**config.mk**
```make
export PLATFORM = sky130hd
export DESIGN_NAME = systolic_ctrl_flat
export DESIGN_NICKNAME = d
export VERILOG_FILES = /design/src/rtl/systolic_pkg.sv /design/src/rtl/systolic_ctrl_if.sv /design/src/rtl/systolic_ctrl_sram_addr_gen.sv /design/src/rtl/systolic_ctrl.sv /design/src/flat_wrapper.sv
export SDC_FILE = /design/constraint.sdc
export NUM_CORES = 1
export LEC_CHECK = 0
export CORE_MARGIN = 5
export CORE_UTILIZATION = 55
export DETAILED_ROUTE_END_ITERATION = 12
export GPL_TIMING_DRIVEN = 0
export PLACE_DENSITY = 0.9
export SETUP_SLACK_MARGIN = 0.5
export SLEW_MARGIN = 20
export SYNTH_ARGS = -nofsm -noshare
export SYNTH_HDL_FRONTEND = slang
export SYNTH_SLANG_ARGS = --single-unit
```
**constraint.sdc**
```tcl
create_clock -name clk -period 6.9 [get_ports clk]
set_clock_uncertainty 0.2 [all_clocks]
set_input_delay 1.38 -clock clk [delete_from_list [all_inputs] [get_ports clk]]
set_output_delay 1.38 -clock clk [all_outputs]
set_load 0.005 [all_outputs]
```
**src/rtl/systolic_pkg.sv**
```systemverilog
// rtl/systolic_pkg.sv - shared state encoding and tile timing for the systolic array and its sequencer
package systolic_pkg;

  typedef enum logic [2:0] {
    ST_IDLE,
    ST_PREFETCH,
    ST_COMPUTE,
    ST_READOUT,
    ST_DONE
  } state_t;

  localparam int ARRAY_SIZE_DEF    = 8;
  localparam int K_ACCUM_DEPTH_DEF = 8;

  // Compute window: fill the array diagonal, one skew cycle, then K accumulations.
  function automatic int compute_len(input int array_size, input int k_depth);
    return array_size + 1 + k_depth;
  endfunction

  function automatic int first_out_offset(input int array_size);
    return array_size + 1;
  endfunction

  localparam int COMPUTE_LEN      = compute_len(ARRAY_SIZE_DEF, K_ACCUM_DEPTH_DEF);
  localparam int FIRST_OUT_OFFSET = first_out_offset(ARRAY_SIZE_DEF);

endpackage

```
**src/rtl/systolic_ctrl_if.sv**
```systemverilog
// rtl/systolic_ctrl_if.sv - command, SRAM read, array control and readout handshake bundle
interface systolic_ctrl_if #(
  parameter int ADDR_WIDTH = 10
);
  logic                  start;
  logic [7:0]            num_tiles;
  logic [ADDR_WIDTH-1:0] w_base;
  logic [ADDR_WIDTH-1:0] d_base;
  logic                  sram_ren;
  logic [ADDR_WIDTH-1:0] sram_raddr_w;
  logic [ADDR_WIDTH-1:0] sram_raddr_d;
  logic                  alu_start;
  logic [8:0]            cycle_num;
  logic [5:0]            matrix_index;
  logic                  out_valid;
  logic                  out_ready;
  logic                  busy;
  logic                  done;

  modport master (
    input  start, num_tiles, w_base, d_base, out_ready,
    output sram_ren, sram_raddr_w, sram_raddr_d, alu_start, cycle_num,
           matrix_index, out_valid, busy, done
  );

  modport slave (
    output start, num_tiles, w_base, d_base, out_ready,
    input  sram_ren, sram_raddr_w, sram_raddr_d, alu_start, cycle_num,
           matrix_index, out_valid, busy, done
  );

endinterface

```
**src/rtl/systolic_ctrl_sram_addr_gen.sv**
```systemverilog
// rtl/systolic_ctrl_sram_addr_gen.sv - latched bases plus per-tile offset plus step, wrapping in ADDR_WIDTH
module sram_addr_gen #(
  parameter int ADDR_WIDTH  = 10,
  parameter int COMPUTE_LEN = 17
) (
  input  logic                  clk,
  input  logic                  srstn,
  input  logic                  i_latch,
  input  logic [ADDR_WIDTH-1:0] i_w_base,
  input  logic [ADDR_WIDTH-1:0] i_d_base,
  input  logic                  i_tile_adv,
  input  logic                  i_ren,
  input  logic [8:0]            i_step,
  output logic                  o_ren,
  output logic [ADDR_WIDTH-1:0] o_raddr_w,
  output logic [ADDR_WIDTH-1:0] o_raddr_d
);

  logic [ADDR_WIDTH-1:0] r_w_base;
  logic [ADDR_WIDTH-1:0] r_d_base;
  logic [ADDR_WIDTH-1:0] r_tile_off;
  logic [ADDR_WIDTH-1:0] w_off;

  always_ff @(posedge clk) begin
    if (!srstn) begin
      r_w_base   <= '0;
      r_d_base   <= '0;
      r_tile_off <= '0;
    end else if (i_latch) begin
      r_w_base   <= i_w_base;
      r_d_base   <= i_d_base;
      r_tile_off <= '0;
    end else if (i_tile_adv) begin
      r_tile_off <= r_tile_off + ADDR_WIDTH'(COMPUTE_LEN);
    end
  end

  // Addresses read as zero whenever the SRAMs are not being read.
  assign w_off     = r_tile_off + ADDR_WIDTH'(i_step);
  assign o_ren     = i_ren;
  assign o_raddr_w = i_ren ? (r_w_base + w_off) : '0;
  assign o_raddr_d = i_ren ? (r_d_base + w_off) : '0;

endmodule

```
**src/rtl/systolic_ctrl.sv**
```systemverilog
// rtl/systolic_ctrl.sv - per-tile sequencer: SRAM prefetch, array compute window, handshaked row readout
module systolic_ctrl
  import systolic_pkg::*;
#(
  parameter int ARRAY_SIZE    = 8,
  parameter int K_ACCUM_DEPTH = 8,
  parameter int ADDR_WIDTH    = 10
) (
  input  logic            clk,
  input  logic            srstn,
  systolic_ctrl_if.master bus
);

  localparam int         COMPUTE_LEN = compute_len(ARRAY_SIZE, K_ACCUM_DEPTH);
  localparam logic [8:0] LAST_CYCLE  = 9'(COMPUTE_LEN - 1);
  localparam logic [5:0] LAST_INDEX  = 6'(ARRAY_SIZE - 1);

  state_t     r_state;
  state_t     w_next_state;
  logic [8:0] r_cycle_num;
  logic [8:0] w_next_cycle;
  logic [5:0] r_matrix_index;
  logic [5:0] w_next_index;
  logic [7:0] r_tile_cnt;
  logic [7:0] w_next_tile;
  logic [7:0] r_num_tiles;
  logic       w_latch;
  logic       w_tile_adv;
  logic       w_ren;
  logic [8:0] w_step;

  always_ff @(posedge clk) begin
    if (!srstn) begin
      r_state        <= ST_IDLE;
      r_cycle_num    <= '0;
      r_matrix_index <= '0;
      r_tile_cnt     <= '0;
      r_num_tiles    <= '0;
    end else begin
      r_state        <= w_next_state;
      r_cycle_num    <= w_next_cycle;
      r_matrix_index <= w_next_index;
      r_tile_cnt     <= w_next_tile;
      if (w_latch) begin
        r_num_tiles <= bus.num_tiles;
      end
    end
  end

  always_comb begin
    w_next_state = r_state;
    w_next_cycle = r_cycle_num;
    w_next_index = r_matrix_index;
    w_next_tile  = r_tile_cnt;
    w_latch      = 1'b0;
    w_tile_adv   = 1'b0;
    w_ren        = 1'b0;
    w_step       = '0;

    case (r_state)
      ST_IDLE: begin
        if (bus.start) begin
          w_latch      = 1'b1;
          w_next_tile  = '0;
          w_next_cycle = '0;
          w_next_index = '0;
          w_next_state = (bus.num_tiles == 8'd0) ? ST_DONE : ST_PREFETCH;
        end
      end
      ST_PREFETCH: begin
        w_ren        = 1'b1;
        w_next_cycle = '0;
        w_next_state = ST_COMPUTE;
      end
      ST_COMPUTE: begin
        // Reads run one step ahead so SRAM data lands on the matching compute step.
        w_ren  = (r_cycle_num < LAST_CYCLE);
        w_step = r_cycle_num + 9'd1;
        if (r_cycle_num == LAST_CYCLE) begin
          w_next_cycle = '0;
          w_next_index = '0;
          w_next_state = ST_READOUT;
        end else begin
          w_next_cycle = r_cycle_num + 9'd1;
        end
      end
      ST_READOUT: begin
        if (bus.out_ready) begin
          if (r_matrix_index == LAST_INDEX) begin
            w_next_index = '0;
            if (({1'b0, r_tile_cnt} + 9'd1) < {1'b0, r_num_tiles}) begin
              w_next_tile  = r_tile_cnt + 8'd1;
              w_tile_adv   = 1'b1;
              w_next_state = ST_PREFETCH;
            end else begin
              w_next_state = ST_DONE;
            end
          end else begin
            w_next_index = r_matrix_index + 6'd1;
          end
        end
      end
      ST_DONE: begin
        w_next_state = ST_IDLE;
      end
      default: begin
        w_next_state = ST_IDLE;
      end
    endcase

    bus.busy         = (r_state != ST_IDLE);
    bus.done         = (r_state == ST_DONE);
    bus.alu_start    = (r_state == ST_COMPUTE);
    bus.out_valid    = (r_state == ST_READOUT);
    bus.cycle_num    = r_cycle_num;
    bus.matrix_index = r_matrix_index;
  end

  sram_addr_gen #(
    .ADDR_WIDTH  (ADDR_WIDTH),
    .COMPUTE_LEN (COMPUTE_LEN)
  ) u_addr_gen (
    .clk        (clk),
    .srstn      (srstn),
    .i_latch    (w_latch),
    .i_w_base   (bus.w_base),
    .i_d_base   (bus.d_base),
    .i_tile_adv (w_tile_adv),
    .i_ren      (w_ren),
    .i_step     (w_step),
    .o_ren      (bus.sram_ren),
    .o_raddr_w  (bus.sram_raddr_w),
    .o_raddr_d  (bus.sram_raddr_d)
  );

endmodule

```
**src/flat_wrapper.sv**
```systemverilog
// flat-port wrapper written by rule: the top's interface ports become plain ports
module systolic_ctrl_flat import systolic_pkg::*;
#(
  parameter int ARRAY_SIZE    = 8,
  parameter int K_ACCUM_DEPTH = 8,
  parameter int ADDR_WIDTH    = 10
)
  (clk, srstn, bus_start, bus_num_tiles, bus_w_base, bus_d_base, bus_out_ready, bus_sram_ren, bus_sram_raddr_w, bus_sram_raddr_d, bus_alu_start, bus_cycle_num, bus_matrix_index, bus_out_valid, bus_busy, bus_done);
  systolic_ctrl_if #(.ADDR_WIDTH(ADDR_WIDTH)) bus_i ();
  input  logic clk;
  input  logic srstn;
  input wire logic [$bits(bus_i.start)-1:0] bus_start;
  input wire logic [$bits(bus_i.num_tiles)-1:0] bus_num_tiles;
  input wire logic [$bits(bus_i.w_base)-1:0] bus_w_base;
  input wire logic [$bits(bus_i.d_base)-1:0] bus_d_base;
  input wire logic [$bits(bus_i.out_ready)-1:0] bus_out_ready;
  output wire logic [$bits(bus_i.sram_ren)-1:0] bus_sram_ren;
  output wire logic [$bits(bus_i.sram_raddr_w)-1:0] bus_sram_raddr_w;
  output wire logic [$bits(bus_i.sram_raddr_d)-1:0] bus_sram_raddr_d;
  output wire logic [$bits(bus_i.alu_start)-1:0] bus_alu_start;
  output wire logic [$bits(bus_i.cycle_num)-1:0] bus_cycle_num;
  output wire logic [$bits(bus_i.matrix_index)-1:0] bus_matrix_index;
  output wire logic [$bits(bus_i.out_valid)-1:0] bus_out_valid;
  output wire logic [$bits(bus_i.busy)-1:0] bus_busy;
  output wire logic [$bits(bus_i.done)-1:0] bus_done;
  assign bus_i.start = bus_start;
  assign bus_i.num_tiles = bus_num_tiles;
  assign bus_i.w_base = bus_w_base;
  assign bus_i.d_base = bus_d_base;
  assign bus_i.out_ready = bus_out_ready;
  assign bus_sram_ren = bus_i.sram_ren;
  assign bus_sram_raddr_w = bus_i.sram_raddr_w;
  assign bus_sram_raddr_d = bus_i.sram_raddr_d;
  assign bus_alu_start = bus_i.alu_start;
  assign bus_cycle_num = bus_i.cycle_num;
  assign bus_matrix_index = bus_i.matrix_index;
  assign bus_out_valid = bus_i.out_valid;
  assign bus_busy = bus_i.busy;
  assign bus_done = bus_i.done;
  systolic_ctrl #(.ARRAY_SIZE(ARRAY_SIZE), .K_ACCUM_DEPTH(K_ACCUM_DEPTH), .ADDR_WIDTH(ADDR_WIDTH)) u_core (.clk(clk), .srstn(srstn), .bus(bus_i));
endmodule
```
* Word level (Yosys, flattened, before mapping)
Index checks and enable logic that the tools add are counted.
** Operators by class
- $add $sub $neg :: 8
- Magnitude comparators :: 2
- Eq/ne operators :: 11
- Multiplexer cells :: 30
- Bitwise gates (word level) :: 1
- Reduce and logical (&&, ||, !) cells :: 11
** Operators with widths (count)
- $mux 8 :: 4
- $mux 9 :: 3
- $pmux 9 s3 :: 1
- $mux 6 :: 4
- $add 10x10->10 :: 2
- $mux 10 :: 2
- $mux 3 :: 6
- $pmux 6 s3 :: 1
- $pmux 8 s2 :: 1
- $pmux 3 s4 :: 1
- $add 10x5->10 const B :: 1
- $add 10x9->10 :: 1
- $add 8x1->9 const B :: 1
- $add 9x1->9 const B :: 1
- $eq 9x5->1 const B :: 1
- $lt 9x5->1 const B :: 1
- $lt 9x8->1 :: 1
- $reduce_bool 3->1 :: 3
- $add 8x1->8 const B :: 1
- $logic_not 8->1 :: 1
- $reduce_and 4->1 :: 2
- $add 6x1->6 const B :: 1
- $eq 3x2->1 const B :: 2
- $eq 6x3->1 const B :: 1
- other kinds (12) :: 20
** Storage, ports and cells
- Bits in registers :: 64
- Input port bits :: 32
- Word-level logic and storage cells :: 71

* Depth between registers and ports, before layout
Gate-level depths: netlist (run 1).
- Depth after elaboration :: 6
- Depth in mapped cells :: 20
- Mapped depth without buffers :: 18

* By module
A second synthesis (run 1) with hierarchy kept.
** Unflattened totals
- Cells, all modules :: 562
- Area total of the unflattened synthesis :: 4500.6 sq um
** By module, submodules not included
- sram_addr_gen :: instances 1, cells each 279, area each 2389.8 sq um
- systolic_ctrl :: instances 1, cells each 283, area each 2110.8 sq um

* Least setup slack after synthesis (run 1)
Ideal clock, no wire load.
- Path type :: reg2out
- From :: register u_core.r_state[2]
- To :: output bus_sram_raddr_d[9]
- Arrival time :: 4.016 ns
- Data required time :: 5.320 ns
- Setup slack :: 1.304 ns
- Stages on the path, launching flop included :: 19
- Path through :: dfxtp_1 > buf_4 > or3b_4 > clkbuf_1 > nor2_1 > ha_1 > inv_1 > fa_1 > nor2b_1 > o21ai_0 > a21boi_0 > o21ai_0 > a21oi_1 > xor2_1 > ha_1 > a2111o_1 > or3_1 > a31o_2 > a21oi_1
** Between the ends
- Longest elaborated chain between the ends :: 5
- Elaborated cells on any way between the ends :: 7
- Those cells by class :: add/sub: 2; eq/ne: 2; mux: 3
** RTL lines
- start, declared :: RTL line systolic_ctrl.sv:18 : state_t r_state;
- start signal, assigned :: RTL line systolic_ctrl.sv:40 : r_state <= w_next_state;
- $eq 3x2->1 :: RTL line systolic_ctrl.sv:60 : case (r_state)
- $mux 9 :: RTL line systolic_ctrl.sv:60
- $add 10x9->10 :: RTL line systolic_ctrl_sram_addr_gen.sv:39 : assign w_off = r_tile_off + ADDR_WIDTH'(i_step);
- $add 10x10->10 :: RTL line systolic_ctrl_sram_addr_gen.sv:42 : assign o_raddr_d = i_ren ? (r_d_base + w_off) : '0;
- $mux 10 * :: RTL line systolic_ctrl_sram_addr_gen.sv:42
- end, declared :: RTL line flat_wrapper.sv:19 : output wire logic [$bits(bus_i.sram_raddr_d)-1:0] bus_sram_raddr_d;
Every way passes the cells marked *; elsewhere a longest branch is shown, timed or not.

* Final worst setup path (run 1)
- From :: register u_core.r_state[2]
- To :: output bus_sram_raddr_w[8]
** Between the ends
- Longest elaborated chain between the ends :: 5
- Elaborated cells on any way between the ends :: 7
- Those cells by class :: add/sub: 2; eq/ne: 2; mux: 3
** RTL lines
- $eq 3x2->1 :: RTL line systolic_ctrl.sv:60
- $mux 9 :: RTL line systolic_ctrl.sv:60
- $add 10x9->10 :: RTL line systolic_ctrl_sram_addr_gen.sv:39
- $add 10x10->10 :: RTL line systolic_ctrl_sram_addr_gen.sv:41 : assign o_raddr_w = i_ren ? (r_w_base + w_off) : '0;
- $mux 10 * :: RTL line systolic_ctrl_sram_addr_gen.sv:41
- end, declared :: RTL line flat_wrapper.sv:18 : output wire logic [$bits(bus_i.sram_raddr_w)-1:0] bus_sram_raddr_w;
Marked as above.

==> flow_summary_export.csv, run 1 <==
group,metric,value,unit
status,status,"complete, no violations",
global_routing,grt_first_pass_wirelength,20870,um
synth,synth_area_leader_cell,"dfxtp_1",
cells_and_area,mostFrequentLayoutCell,"nand2_1",
critical_path,cp_slowest_cell,"clkdlybuf4s50_1",
place,port_buffers,71,
detailed_routing,viasPerCell,5.931,
critical_path,setup.worst_path.end_class,"output pin",
clocking,cts_tree,"yes",
detailed_routing,vias,4804,
place,post-place-ws,0.2185,ns
detailed_routing,wl_per_cell,16.30,um
critical_path,startpoint_type,"flop",
timing,period_needed,6.289,ns
floorplan,start_util,57.03,%
critical_path,path_buf_inv,6,
critical_path,setup.worst_path.end,"bus_sram_raddr_w[8]",
cells_and_area,layout-drive-gt1-share,10.78,%
synth,ys.flop_type,"dfxtp_1",
timing,fin_ws,0.6106,ns
synth,ys_types,70,
clocking,cts.sinks,64,
global_routing,grt.overflow.total,0,
critical_path,cp.arrival,4.71,ns
floorplan,core,8299,um^2
critical_path,r2r_cells,12,
critical_path,rr_startpoint,"u_core.r_tile_cnt[0]",
clocking,clockBufferDepth,2,
critical_path,r2r-end,"u_core.u_addr_gen.r_tile_off[7]",
clocking,cts-root-buf,"clkbuf_8",
critical_path,path_cells,"buf_6 -> or3b_4 -> clkbuf_8 -> nor2_1 -> ha_1 -> nor2b_1 -> o21ai_1 -> a21boi_1 -> buf_4 -> buf_4 -> nor2_1 -> ha_1 -> inv_1 -> a21oi_1 -> o21a_1 -> o41ai_1 -> mux2i_1 -> clkdlybuf4s50_1",
power_and_ir_drop,cellPowerDensity,217.7,nW/um^2
timing,setup_viol,0,
floorplan,pin_count,72,
synth,synth_edf_count,0,
critical_path,crit_cells,18,
timing,tightest_slew,0.5921,ns
timing,hold_violations,0,
place,place_hpwl,10060,um
detailed_routing,post-route-drc-count,0,
clocking,htree_levels,3,
timing,fin_crit_sh,91.15,%
cells_and_area,syn_to_final_growth,25.14,%
global_routing,grt_pass1_vias,4684,
synth,synthCells,610,
synth,synth_nets,684,
detailed_routing,antenna_left,0,
place,gp_congestion,0.9103,
clocking,ctsHoldBuffers,0,
min_path,hold_class,"reg2reg",
cells_and_area,fin_nets,774,
synth,seq_area_frac_synth,27.07,%
power_and_ir_drop,p_leak,2.336,nW
synth,ys_ff_latch,64,
timing,drv_slew,0,
cells_and_area,fin_util,71.37,%
critical_path,crit_required,5.32,ns
detailed_routing,first_pass_iters,9,
critical_path,crit_fanout,10,
floorplan,die_h,102.8,um
floorplan,die-area,10560,um^2
global_routing,grt_max_degree,13,
critical_path,critical_path_class,"reg2out",
timing,tns,0,ns
cells_and_area,num-fill-cells,633,
clocking,cts.clk_slew.worst_paths,0.07,ns
timing,relSlewSlack,60.11,%
timing,fmax,159.0,MHz
clocking,numCtsBuffers,9,
floorplan,die_x,102.8,um
synth,yosys-top-cells-area,"dfxtp_1 27%, ha_1 10%, nand2_1 8.3%",
timing,rsz0062_at_grt,"no",
cells_and_area,n_antenna_cell,0,
critical_path,worst_path_dominant_cell_family,"buffers and inverters",
power_and_ir_drop,vdd_drop_max,132.3,uV
synth,synthArstFlopShare,0,%
global_routing,grt_usage,25.03,%
detailed_routing,wl,13200,um
synth,netlist.area_leader.share,27.07,%
cells_and_area,most-common-layout-cells,"105 x nand2_1, 69 x clkdlybuf4s50_1, 63 x dfxtp_1, 41 x nor2_1, 36 x ha_1",
detailed_routing,drtIter0Drc,324,
critical_path,cp_slowest_stage_delay,0.53,ns
synth,synth.avg_cell_area,7.759,um^2
clocking,clk_latency,0.35,ns
floorplan,rows,33,
job,drv_cap,0,
synth,synth_area,4733,um^2
critical_path,crit_path_start,"u_core.r_state[2]",
global_routing,antenna_found_initial,0,
critical_path,rrSetupSlack,3.46,ns
synth,ys_warn_count,0,
-- how the worst min path moves through the flow --
stage / startpoint / to / slack [ns] / cells past startpoint
floorplan: u_core.r_num_tiles[3] / u_core.r_num_tiles[3] / 0.24 / 2
global placement: u_core.r_num_tiles[7] / u_core.r_num_tiles[7] / 0.25 / 2
detailed placement: u_core.u_addr_gen.r_d_base[7] / u_core.u_addr_gen.r_d_base[7] / 0.26 / 2
CTS: u_core.r_num_tiles[0] / u_core.r_num_tiles[0] / 0.27 / 2
global route: u_core.r_num_tiles[0] / u_core.r_num_tiles[0] / 0.29 / 2
finish: u_core.r_num_tiles[0] / u_core.r_num_tiles[0] / 0.27 / 2
-- cell usage after synthesis (3+ instances only) --
library cell  number
inv_1             31
and3_1             8
xnor2_1           13
a31o_2             3
nor3b_1            3
nand4_1            3
xor2_1            12
a21boi_0          30
o41ai_1            4
a211oi_1           4
or3_1              9
a21oi_1           20
nand4b_1           3
or2_2              5
nand2b_1           7
ha_1              39
or4_1              5
buf_2              9
clkbuf_1          14
nand2_1          105
o221ai_1           7
nand3_1           24
o21ai_0           23
and2_1             9
nor2_1            43
a21o_1             6
nor4_1             3
nor3_1            19
a31oi_1            3
o211ai_1           6
dfxtp_1           64
mux2i_1            5
nor2b_1           18
o21a_1             7
a21boi_1           3
fa_1               3
-- per-stage QoR --
stage / hold WS [ns] / instance area, um^2 / power [mW] / std cells
2_1_floorplan: 0.2435 / 4733 / 0.7799 / 610
4_1_cts: 0.2728 / 5811 / 1.276 / 805
3_3_place_gp: 0.2548 / 5575 / 0.9590 / 786
5_1_grt: 0.2937 / 5923 / 1.371 / 810
3_5_place_dp: 0.2612 / 5575 / 0.9787 / 786
6_report: 0.2690 / 5923 / 1.290 / 810
-- registers in the layout (all words and copies together), names as in the netlist --
signal	flops
u_core.bus.cycle_num	9
u_core.u_addr_gen.r_w_base	10
u_core.bus.matrix_index	6
u_core.r_state	3
u_core.r_tile_cnt	8
u_core.u_addr_gen.r_d_base	10
u_core.r_num_tiles	8
u_core.u_addr_gen.r_tile_off	10
-- power by group --
group	internal, mW	switching [mW]
Combinational	0.237	0.322
Clock	0.130	0.158
Sequential	0.410	0.0325
Total	0.777	0.513
-- tightest hold or removal path: stages, from the launching register on --
cell      delay (ns)
dfxtp_1         0.31
nand2_1         0.04
a21boi_0        0.07
-- logic make-up after synthesis --
family	synth area share (%)
compound gates	20.75
xor+xnor	4.626
fa+ha+maj	11.58
buf+inv	5.234
flops	27.07
mux	1.057
simple gates	29.69
-- per-layer routing --
| layer | up-vias | share of wire (%) | track usage (%) |
|---|---|---|---|
| met1 | 2210 | 38 | 27.50 |
| met4 | 0 | 3.6 | 10.36 |
| met2 | 221 | 51 | 45.68 |
| li1 | 2332 | - | - |
| met3 | 41 | 7.4 | 6.360 |
| met5 | - | 0 | 0 |
-- repair_timing --
item / 4_1_cts / 5_1_grt
setup endpoints to repair: 5 / 5
hold endpoints to repair: 0 / 0
gates cloned: 0 / 0
pin swaps: 4 / 8
resized for setup: 13 / 17
setup buffers: 3 / 5
-- final cells by class --
class                      count  area [um^2]  area share, %
timing repair buffer          79        774.5          13.08
buffer                        26        137.6          2.324
multi-input combinational    487         3301          55.72
tap                          105        131.4          2.218
sequential                    64         1282          21.65
inverter                      33        123.9          2.091
clock buffer                   9        123.9          2.091
clock inverter                 7        48.80         0.8238
(Power assumes the default switching activity.)
==> run 2: changes to the inputs <==
- CORE_UTILIZATION: 55 -> 30
- GPL_TIMING_DRIVEN: 0 -> not set
- PLACE_DENSITY: 0.9 -> 0.58
==> run 2 against run 1 <==
  * Global-route usage down 11 points
  * Final cell count up 11%
  * Via count down 7.1%
  * Register-to-register slack worse by 0.05 ns
  * First-iteration DRC count down 22%
  * Sequential share of layout area down 0.12 points
  * Final area up 0.93%
  * Critical endpoint is now bus_sram_raddr_d[9]
  * Largest power group unchanged
==> flow_summary_export.csv, run 2 (synthesized netlist as in run 1, its figures left out) <==
group,metric,value,unit
place,place_hpwl,9840,um
global_routing,grt_first_pass_wirelength,20790,um
timing,relSlewSlack,55.22,%
timing,fmax,164.1,MHz
clocking,cts-root-buf,"clkbuf_16",
floorplan,die_x,135.6,um
clocking,numCtsBuffers,9,
clocking,cts.clk_slew.worst_paths,0.06,ns
cells_and_area,mostFrequentLayoutCell,"nand2_1",
detailed_routing,wl_per_cell,14.38,um
clocking,ctsHoldBuffers,0,
detailed_routing,viasPerCell,4.983,
critical_path,crit_fanout,12,
critical_path,setup.worst_path.end_class,"output pin",
min_path,min_from,"u_core.r_num_tiles[6]",
cells_and_area,most-common-layout-cells,"104 x nand2_1, 68 x clkdlybuf4s50_1, 61 x dfxtp_1, 43 x nor2_1, 38 x ha_1",
cells_and_area,reg_top3,"u_core.u_addr_gen.r_d_base (10), u_core.u_addr_gen.r_tile_off (10), u_core.u_addr_gen.r_w_base (10)",
floorplan,die_h,135.6,um
clocking,cts_tree,"yes",
timing,drv_slew,0,
timing,tns,0,ns
detailed_routing,drtIter0Drc,254,
critical_path,crit_path_start,"u_core.r_state[0]",
job,drv_cap,0,
place,dp_cells,874,
floorplan,start_util,30.23,%
cells_and_area,layout-drive-gt1-share,7.794,%
timing,hold_violations,0,
place,post-place-ws,0.4541,ns
floorplan,rows,46,
power_and_ir_drop,p_leak,2.326,nW
power_and_ir_drop,vdd_drop_max,132.7,uV
clocking,clk_latency,0.34,ns
critical_path,crit_required,5.32,ns
detailed_routing,wl,12880,um
clocking,cts.sinks,64,
detailed_routing,vias,4465,
detailed_routing,first_pass_iters,4,
global_routing,grt_usage,14.16,%
global_routing,grt_max_degree,68,
floorplan,die-area,18390,um^2
timing,tightest_slew,0.6693,ns
critical_path,rr_startpoint,"u_core.r_tile_cnt[0]",
timing,fin_crit_sh,88.33,%
min_path,hold_class,"reg2reg",
detailed_routing,post-route-drc-count,0,
floorplan,pin_count,72,
floorplan,core,15660,um^2
critical_path,critical_path_class,"reg2out",
timing,period_needed,6.095,ns
cells_and_area,syn_to_final_growth,26.30,%
cells_and_area,fin_nets,749,
cells_and_area,n_antenna_cell,0,
timing,rsz0062_at_grt,"no",
cells_and_area,final_cells,896,
critical_path,startpoint_type,"flop",
detailed_routing,antenna_left,0,
clocking,htree_levels,3,
global_routing,grt.overflow.total,0,
critical_path,cp.arrival,4.51,ns
power_and_ir_drop,cellPowerDensity,239.6,nW/um^2
timing,fin_ws,0.8053,ns
timing,setup_viol,0,
place,port_buffers,71,
place,gp_congestion,0.8558,
global_routing,grt_pass1_vias,4181,
clocking,clockBufferDepth,2,
status,status,"complete, no violations",
global_routing,antenna_found_initial,0,
==> run 2: worst paths after layout <==
kind / cells past startpoint / endpoint / slack, ns
worst max-delay path: 17 / bus_sram_raddr_d[9] / 0.81
worst min-delay path: 2 / u_core.r_num_tiles[6] / 0.27
worst max register to register: 11 / u_core.u_addr_gen.r_tile_off[9] / 3.41
worst min register to register: 2 / u_core.r_num_tiles[6] / 0.27
==> run 2: repair_timing <==
| action | CTS | global route |
|---|---|---|
| setup endpoints to repair | 3 | 3 |
| pin swaps | 2 | 3 |
| cloned | 0 | 0 |
| buffers inserted | 3 | 3 |
| gates resized for setup | 5 | 6 |
==> run 2: power breakdown <==
part	internal (mW)	switching, mW	total [mW]
Clock	0.298	0.170	0.468
Sequential	0.413	0.0380	0.451
Combinational	0.212	0.302	0.514
Total	0.923	0.510	1.43
==> run 2: metrics by stage <==
stage	total power, mW	cell area (um^2)	utilization [%]	hold slack [ns]
2_1_floorplan	0.7799	4733	-	0.2435
3_3_place_gp	0.9614	5608	35.82	0.2613
3_5_place_dp	0.9709	5610	35.84	0.2624
4_1_cts	1.453	5937	37.92	0.2700
5_1_grt	1.526	5978	38.19	0.2947
6_report	1.433	5978	38.19	0.2651
==> run 2: area by class of cell <==
cell class              instances  area (um^2)
clock inverters                 3        40.04
well taps                     216        270.3
clock buffers                  13        260.3
multi-input cells             487         3222
fillers                      1630         9677
inverters                      33        123.9
repair buffers                 80        774.5
flip-flops and latches         64         1287
==> run 2: critical path, stage by stage (launching register included) <==
cell,delay [ns]
dfxtp_2,0.38
or3b_4,0.43
nor2_1,0.10
ha_1,0.19
inv_1,0.07
fa_1,0.41
nor2b_1,0.13
o21ai_1,0.08
a21boi_1,0.17
o21ai_0,0.12
a21oi_1,0.17
xor2_1,0.23
ha_1,0.28
a2111o_1,0.42
or3_1,0.34
a31o_2,0.24
a21oi_1,0.16
dlygate4sd2_1,0.27
==> run 2: layer usage <==
layer  global-route usage [%]  wire, um  part of all wire, %  vias up
li1                         -         -                    -     2283
met1                    17.71      5704                   44     2057
met2                    23.89      6245                   48      105
met3                    2.637       625                  4.9       20
met4                    5.935       306                  2.4        0
met5                        0         0                    0        -
